[config.mk]
export PLATFORM = sky130hd
export DESIGN_NAME = uart_tx_fifo
export DESIGN_NICKNAME = d
export VERILOG_FILES = /design/src/rtl/uart_defs.sv /design/src/rtl/uart_fifo_ram.sv /design/src/rtl/uart_tx_fifo.sv
export SDC_FILE = /design/constraint.sdc
export NUM_CORES = 1
export LEC_CHECK = 0
export ABC_CLOCK_PERIOD_IN_PS = 2400
export BUFFER_PORTS_ARGS = -buffer_cell sky130_fd_sc_hd__buf_2
export CAP_MARGIN = 20
export CORE_ASPECT_RATIO = 0.8
export CORE_UTILIZATION = 29
export DETAILED_ROUTE_END_ITERATION = 10
export GPL_TIMING_DRIVEN = 0
export SKIP_CTS_REPAIR_TIMING = 1
export SLEW_MARGIN = 20
export SYNTH_ARGS = -nofsm -noshare
export SYNTH_HDL_FRONTEND = slang
export SYNTH_SLANG_ARGS = --single-unit
[constraint.sdc]
create_clock -name clk_in -period 2.4 [get_ports clk_in]
set_input_delay 0.48 -clock clk_in [delete_from_list [all_inputs] [get_ports clk_in]]
set_output_delay 0.48 -clock clk_in [all_outputs]
set_load 0.03 [all_outputs]
[src/rtl/uart_defs.sv]
// Shared UART definitions: default character width and the launch FSM
// state encodings used by the transmit-side FIFO.
package uart_defs;

    localparam int unsigned UART_DATA_BITS = 8;

    localparam int unsigned TX_ST_W = 2;

    localparam logic [TX_ST_W-1:0] ST_IDLE      = 2'd0;
    localparam logic [TX_ST_W-1:0] ST_LAUNCH    = 2'd1;
    localparam logic [TX_ST_W-1:0] ST_WAIT_BUSY = 2'd2;
    localparam logic [TX_ST_W-1:0] ST_WAIT_DONE = 2'd3;

endpackage

[src/rtl/uart_fifo_ram.sv]
// Character storage for the TX FIFO: DEPTH x DATA_BITS, synchronous write,
// asynchronous read. Contents are not reset.
//
// Ports:
//   clk_in     write clock
//   wr_en      write strobe
//   wr_addr    write address
//   wr_data    write data
//   rd_addr    read address
//   rd_data_c  read data (combinational from rd_addr)
module uart_fifo_ram
    import uart_defs::*;
#(
    parameter  int unsigned DATA_BITS = UART_DATA_BITS,
    parameter  int unsigned DEPTH     = 16,
    localparam int unsigned ADDR_W    = $clog2(DEPTH)
) (
    input  logic                 clk_in,
    input  logic                 wr_en,
    input  logic [ADDR_W-1:0]    wr_addr,
    input  logic [DATA_BITS-1:0] wr_data,
    input  logic [ADDR_W-1:0]    rd_addr,
    output logic [DATA_BITS-1:0] rd_data_c
);

    logic [DATA_BITS-1:0] mem [DEPTH];

    // Synchronous write port
    always_ff @(posedge clk_in) begin
        if (wr_en) begin
            mem[wr_addr] <= wr_data;
        end
    end

    // Asynchronous read port feeds the tx_data load at launch
    assign rd_data_c = mem[rd_addr];

endmodule

[src/rtl/uart_tx_fifo.sv]
// Transmit FIFO with launch FSM in front of a UART transmitter. Characters
// are queued by the producer and handed to the transmitter one at a time,
// each launch waiting for the transmitter's ready flag to drop and rise.
//
// Ports:
//   clk_in    clock, all state changes on its rising edge
//   rst       synchronous active-high reset
//   wr_en     producer write request
//   wr_data   character to enqueue
//   flush     synchronous clear of queued contents (FSM/tx_data untouched)
//   full      level == DEPTH
//   empty     level == 0
//   level     number of stored characters
//   overflow  one-cycle pulse after a write rejected because full
//   tx_ready  transmitter idle flag
//   tx_en     one-cycle launch strobe
//   tx_data   launched character, held until the next launch
module uart_tx_fifo
    import uart_defs::*;
#(
    parameter  int unsigned DATA_BITS = UART_DATA_BITS,
    parameter  int unsigned DEPTH     = 16,
    localparam int unsigned PTR_W     = $clog2(DEPTH),
    localparam int unsigned LVL_W     = PTR_W + 1
) (
    input  logic                 clk_in,
    input  logic                 rst,
    input  logic                 wr_en,
    input  logic [DATA_BITS-1:0] wr_data,
    input  logic                 flush,
    output logic                 full,
    output logic                 empty,
    output logic [LVL_W-1:0]     level,
    output logic                 overflow,
    input  logic                 tx_ready,
    output logic                 tx_en,
    output logic [DATA_BITS-1:0] tx_data
);

    logic [TX_ST_W-1:0]   state;
    logic [TX_ST_W-1:0]   state_nxt;
    logic [PTR_W-1:0]     wr_ptr;
    logic [PTR_W-1:0]     rd_ptr;
    logic [LVL_W-1:0]     level_nxt;
    logic [DATA_BITS-1:0] rd_data_c;
    logic                 wr_accept_c;
    logic                 launch_c;

    // A flush discards any simultaneous write; a full FIFO rejects it
    assign wr_accept_c = wr_en && !full && !flush;

    uart_fifo_ram #(
        .DATA_BITS (DATA_BITS),
        .DEPTH     (DEPTH)
    ) u_ram (
        .clk_in    (clk_in),
        .wr_en     (wr_accept_c),
        .wr_addr   (wr_ptr),
        .wr_data   (wr_data),
        .rd_addr   (rd_ptr),
        .rd_data_c (rd_data_c)
    );

    // Launch FSM state register
    always_ff @(posedge clk_in) begin
        if (rst) begin
            state <= ST_IDLE;
        end else begin
            state <= state_nxt;
        end
    end

    // Launch FSM next state; tx_ready is ignored in LAUNCH because the
    // transmitter's flag lags its acceptance by a cycle
    always_comb begin
        state_nxt = state;
        launch_c  = 1'b0;
        case (state)
            ST_IDLE: begin
                if (!empty && tx_ready) begin
                    state_nxt = ST_LAUNCH;
                    launch_c  = 1'b1;
                end
            end
            ST_LAUNCH: begin
                state_nxt = ST_WAIT_BUSY;
            end
            ST_WAIT_BUSY: begin
                if (!tx_ready) begin
                    state_nxt = ST_WAIT_DONE;
                end
            end
            ST_WAIT_DONE: begin
                if (tx_ready) begin
                    state_nxt = ST_IDLE;
                end
            end
            default: begin
                state_nxt = ST_IDLE;
            end
        endcase
    end

    // Next occupancy; a write and a pop on the same edge cancel out
    always_comb begin
        level_nxt = level;
        if (flush) begin
            level_nxt = '0;
        end else if (wr_accept_c && !launch_c) begin
            level_nxt = level + LVL_W'(1);
        end else if (!wr_accept_c && launch_c) begin
            level_nxt = level - LVL_W'(1);
        end
    end

    // Pointers, status flags and transmitter outputs
    always_ff @(posedge clk_in) begin
        if (rst) begin
            wr_ptr   <= '0;
            rd_ptr   <= '0;
            level    <= '0;
            full     <= 1'b0;
            empty    <= 1'b1;
            overflow <= 1'b0;
            tx_en    <= 1'b0;
            tx_data  <= '0;
        end else begin
            level    <= level_nxt;
            full     <= (level_nxt == LVL_W'(DEPTH));
            empty    <= (level_nxt == '0);
            overflow <= wr_en && full;
            tx_en    <= launch_c;
            if (launch_c) begin
                tx_data <= rd_data_c;
            end
            if (flush) begin
                wr_ptr <= '0;
                rd_ptr <= '0;
            end else begin
                if (wr_accept_c) begin
                    wr_ptr <= wr_ptr + PTR_W'(1);
                end
                if (launch_c) begin
                    rd_ptr <= rd_ptr + PTR_W'(1);
                end
            end
        end
    end

endmodule

Word-level counts from Yosys, hierarchy flattened
Memory sizes are Yosys's and may differ from the RTL's. A register that Yosys moved wholly into a read port is not among the register bits.
Index checks and enable logic that the tools add are counted.
{ "classes": {"addsub": 4, "eq_ne": 7, "n_mux": 11, "n_reduce_logical": 15} }
{ "op_table": {"columns": ["operator", "n"], "rows": [
  ["two-way mux 5 bit", 3],
  ["adder 4 x 1 -> 4 bit, second input constant", 2],
  ["case mux 2 bit (4 select lines)", 1],
  ["logical AND 1 bit", 6],
  ["two-way mux 2 bit", 3],
  ["inequality test 2 bit, second input constant", 3],
  ["adder 5 x 1 -> 5 bit, second input constant", 1],
  ["== test 5 bit, second input constant", 1],
  ["zero test 1 bit", 5],
  ["zero test 5 bit", 1],
  ["subtractor 5 x 1 -> 5 bit, second input constant", 1],
  ["== test 2 bit, second input constant", 2],
  ["two-way mux 1 bit", 4],
  ["AND reduction 3 bit", 1],
  ["== test 2 x 1 -> 1 bit, second input constant", 1],
  ["zero test 2 bit", 1],
  ["OR reduction 2 bit", 1]
]} }
{ "totals": {"register_bits": 19, "ramBits": 128, "in_bits": 13, "out_inout_bits": 17, "wordCells": 46, "mem_count": 1} }
{ "memory_table": {"columns": ["name", "depth", "width", "rd", "rd_ports_with_merged_regs", "write_ports", "line_no", "text"], "rows": [
  ["u_ram.mem", 16, 8, 1, 1, 1, "uart_fifo_ram.sv:26", "logic [DATA_BITS-1:0] mem [DEPTH];"]
]} }

Depth between registers and ports, before layout
{ "depth": {"depth_word": 9, "depth_mapped": 8, "mapped_depth_nobuf": 7} }

By module
A second synthesis with hierarchy kept.
{ "unflattened": {"cells_unflattened": 361, "area_unflattened_um2": 6244.7} }
{ "modules_own_cells": {"columns": ["mod", "instances", "cells_each", "area_per_inst_um2"], "rows": [
  ["uart_fifo_ram", 1, 221, 4987.3],
  ["uart_tx_fifo", 1, 140, 1257.5]
]} }

Worst setup path before layout
No wires, ideal clock.
{ "synth_path": {"path_kind": "in2reg", "from": "input port flush", "to": "memory u_ram.mem[3][0] (netlist bit), enable pin", "setup_time_ns": 0.383, "arrival_time_ns": 1.837, "slack_ns": 0.180, "cell_stages": 4, "n_path_buf": 1, "path_cell_list": "buf_6 nor3b_2 nand2_1 nor3_1"} }
{ "synth_between": {"elab_chain_len": 4} }
{ "synth_lines": {"columns": ["element", "line_no", "text"], "rows": [
  ["start: declaration", "uart_tx_fifo.sv:30", "input logic flush,"],
  ["zero test 1 bit", "uart_tx_fifo.sv:50", "assign wr_accept_c = wr_en && !full && !flush;"],
  ["logical AND 1 bit", "uart_tx_fifo.sv:50", null],
  ["two-way mux 1 bit", "uart_fifo_ram.sv:30", "if (wr_en) begin"],
  ["two-way mux 1 bit (not written as such)", "uart_fifo_ram.sv:31", "mem[wr_addr] <= wr_data;"],
  ["end: declaration", "uart_fifo_ram.sv:26", null]
]} }
No other way between the ends.

Worst setup path after layout
{ "layout_path": {"from": "register full", "to": "memory u_ram.mem[11][5] (netlist bit), enable pin"} }
{ "layout_between": {"elab_chain_len": 5} }
{ "layout_lines": {"columns": ["element", "line_no", "text"], "rows": [
  ["start: declaration", "uart_tx_fifo.sv:31", "output logic full,"],
  ["start signal: assignment", "uart_tx_fifo.sv:129", "full <= (level_nxt == LVL_W'(DEPTH));"],
  ["zero test 1 bit", "uart_tx_fifo.sv:50", null],
  ["logical AND 1 bit (2 in a row)", "uart_tx_fifo.sv:50", null],
  ["two-way mux 1 bit", "uart_fifo_ram.sv:30", null],
  ["two-way mux 1 bit (not written as such)", "uart_fifo_ram.sv:31", null]
]} }
No other way between the ends.

==> impl_metrics.py <==
metrics = {
    "timing": {
        "rsz0062_at_grt": "true",
        "hold_viol": 0,
        "min_period_ps": 2395,
        "setup-tns-final_ps": 0,
        "relSlewSlack": 0.4423,
        "finalSetupViolCount": 0,
        "finalWorstSetupSlack_ps": 5.167,
        "slew_viol_final": 0,
        "finClkSkew_ps": 6.365,
        "finalCritPeriodShare": 0.9978,
        "worst_pin_slew_ps": 833.5,
        "timing.fmax_mhz": 417.6,
        "holdWs_ps": 285.3,
    },
    "yosys": {
        "syn_area_per_cell_sq_um": 17.12,
        "syn_inst": 361,
        "synthTopCellsByCount": "edfxtp_1 (128), nor2_1 (37), mux4_2 (32), dfxtp_1 (27), a21oi_1 (21)",
        "yosys.area.top_type": "edfxtp_1",
        "synth_edf_count": 128,
        "synth.distinct_cells": 40,
        "synth_area_sq_um": 6181,
        "synth_seq_area_share": 0.7093,
        "synth_fp_nets": 384,
        "synth_warnings": 0,
        "yosysMostFrequentCell": "edfxtp_1",
        "synthArstFlopShare": 0,
        "synth-main-ff-cell": "edfxtp_1",
        "synthTopCellsByArea": "edfxtp_1 (62%), mux4_2 (12%), dfxtp_1 (8.7%)",
        "synth_top_area_share": 0.6219,
        "ys_ff_latch": 155,
    },
    "global_route": {
        "grt_pass1_vias": 3422,
        "antenna_found_initial": 0,
        "overflow": 0,
        "grt_pass1_wl_mm": 19.58,
        "grt_util_all_layers": 0.1235,
        "grt_max_degree": 17,
    },
    "min_path": {
        "hold_depth": 2,
        "hold_path.class": "input pin to flip-flop",
    },
    "pwr": {
        "p_leak_nw": 2.400,
        "vdd_drop_max_v": 0.0005011,
        "power_mw": 5.992,
        "power.density_nw_per_um2": 815.2,
    },
    "floorplanning": {
        "fp.dieH_um": 132.6,
        "initial_core_util": 0.2969,
        "die_w_um": 165.2,
        "die-area_sq_um": 21910,
        "coreArea_sq_um": 20820,
        "num_io_pins": 30,
        "rows": 47,
    },
    "place": {
        "preCtsSetupSlack_ps": -210.2,
        "placed_cells": 658,
        "port_buffers": 28,
        "place_hpwl_mm": 8.452,
        "gp_congestion": 0.7823,
        "place_area_sq_um": 6678,
    },
    "critical_path": {
        "cpPeakStageDelay_ps": 730,
        "path_buf_inv": 0,
        "cp-end-kind": "flip-flop",
        "cpLargestDelayFamily": "simple AND/OR/NAND/NOR gates",
        "required_ps": 2440,
        "worstPathArrival_ps": 2430,
        "crit_type": "flip-flop to flip-flop",
        "path_depth": 3,
        "critical_path.cell_chain": "nor3b_2 -> nand2_1 -> nor2_1",
        "worstSetupStartpointType": "flip-flop",
        "r2r_cells": 3,
        "critPathMaxFanout": 9,
        "critPathSlowestCell": "nor2_1",
    },
    "clock_tree": {
        "cts.reportedPaths.clkPinSlew_ps": 60,
        "cts_tree": "built",
        "clk_latency_ps": 410,
        "cts_num_sinks": 155,
        "clockRootBuffer": "clkbuf_16",
        "htreeDepth": 4,
        "cts_max_path_buffers": 2,
        "numCtsBuffers": 17,
    },
    "run_status": {
        "violations": "design-rule violations",
        "status": "finished, violations left",
    },
    "detailed_routing": {
        "viasPerCell": 4.745,
        "dr.pass1.iters": 7,
        "ant_nets": 0,
        "wire_per_inst_um": 18.27,
        "drt_iter0_markers": 328,
        "routed_wl_mm": 12.61,
        "drc_errors": 4,
        "vias": 3274,
    },
    "layout": {
        "drive_gt1_frac": 0.3088,
        "final_cells": 690,
        "area_delta_synth_final_pct": 18.91,
        "fillCellCount": 1961,
        "antenna_cells": 0,
        "postLayoutCoreUtil": 0.3530,
        "stdcell_area_sq_um": 7350,
        "nets": 431,
    },
    "flow_run": {
        "drv_cap": 0,
    },
}
power breakdown:
group	internal (mW)	leakage, nW	switching, mW	total (mW)
sequential	2.94	1.37	0.0187	2.95
combinational	0.104	0.733	0.180	0.284
clock	1.66	0.296	1.09	2.75
worst reg2reg max path, cell delays in order (launching register included):
cell	delay [ps]
dfxtp_1	350
nor3b_2	560
nand2_1	380
nor2_1	730
worst paths after layout:
| kind | start | endpoint | slack, ps |
|---|---|---|---|
| setup / recovery | full$_SDFF_PP0_ | u_ram.mem[11][5]$_DFFE_PP_ | 5 |
| hold / removal | rst | state[0]$_SDFFE_PP0P_ | 290 |
| setup reg to reg | full$_SDFF_PP0_ | u_ram.mem[11][5]$_DFFE_PP_ | 5 |
| hold reg to reg | tx_data[7]$_SDFFE_PP0P_ | tx_data[7]$_SDFFE_PP0P_ | 500 |
final cells by class:
cell class	instances	area [sq um]	area share
clock buffers	17	425.4	0.05788
plain buffers	19	101.3	0.01379
flip-flops and latches	155	4384	0.5965
multi-input cells	178	1739	0.2366
inverters	9	33.78	0.004597
clock inverters	15	188.9	0.02571
repair buffers	28	140.1	0.01907
well taps	269	336.6	0.04580
metal layers:
metal  vias to the layer above  track usage  share of wire
li1                       1495            -              -
met1                      1688       0.1762           0.46
met2                        82       0.1881           0.47
met3                         9      0.03009          0.060
met4                         0      0.03058         0.0066
met5                         -            0              0
kinds of logic (layout without fill, tap and decap cells):
group / Yosys count / after routing / share of synthesized area
flops: 155 / 155 / 0.7093
simple gates: 79 / 79 / 0.06639
compound gates: 45 / 45 / 0.04919
mux: 36 / 36 / 0.1243
buf+inv: 28 / 88 / 0.01923
fa+ha+maj: 10 / 10 / 0.02024
xor+xnor: 8 / 8 / 0.01134
sequential cells by signal, indices dropped and copies added (netlist names), 2 cells and up:
name and count:
u_ram.mem 128, tx_data 8, level 5, rd_ptr 4
wr_ptr 4, state 2
placed cells by master, fill, tap and decap left out, types with 4 or more instances in the layout:
cell	instances
a22oi_1	15
inv_1	9
nor2_1	27
dfxtp_1	27
nor2b_1	4
nand2_1	10
buf_1	4
mux4_2	32
nor3_1	5
clkbuf_1	5
nor2_2	11
clkbuf_16	17
ha_1	10
buf_2	29
a21oi_1	21
clkbuf_2	5
edfxtp_1	128
xor2_1	5
Power figures use the tool's default switching activity.
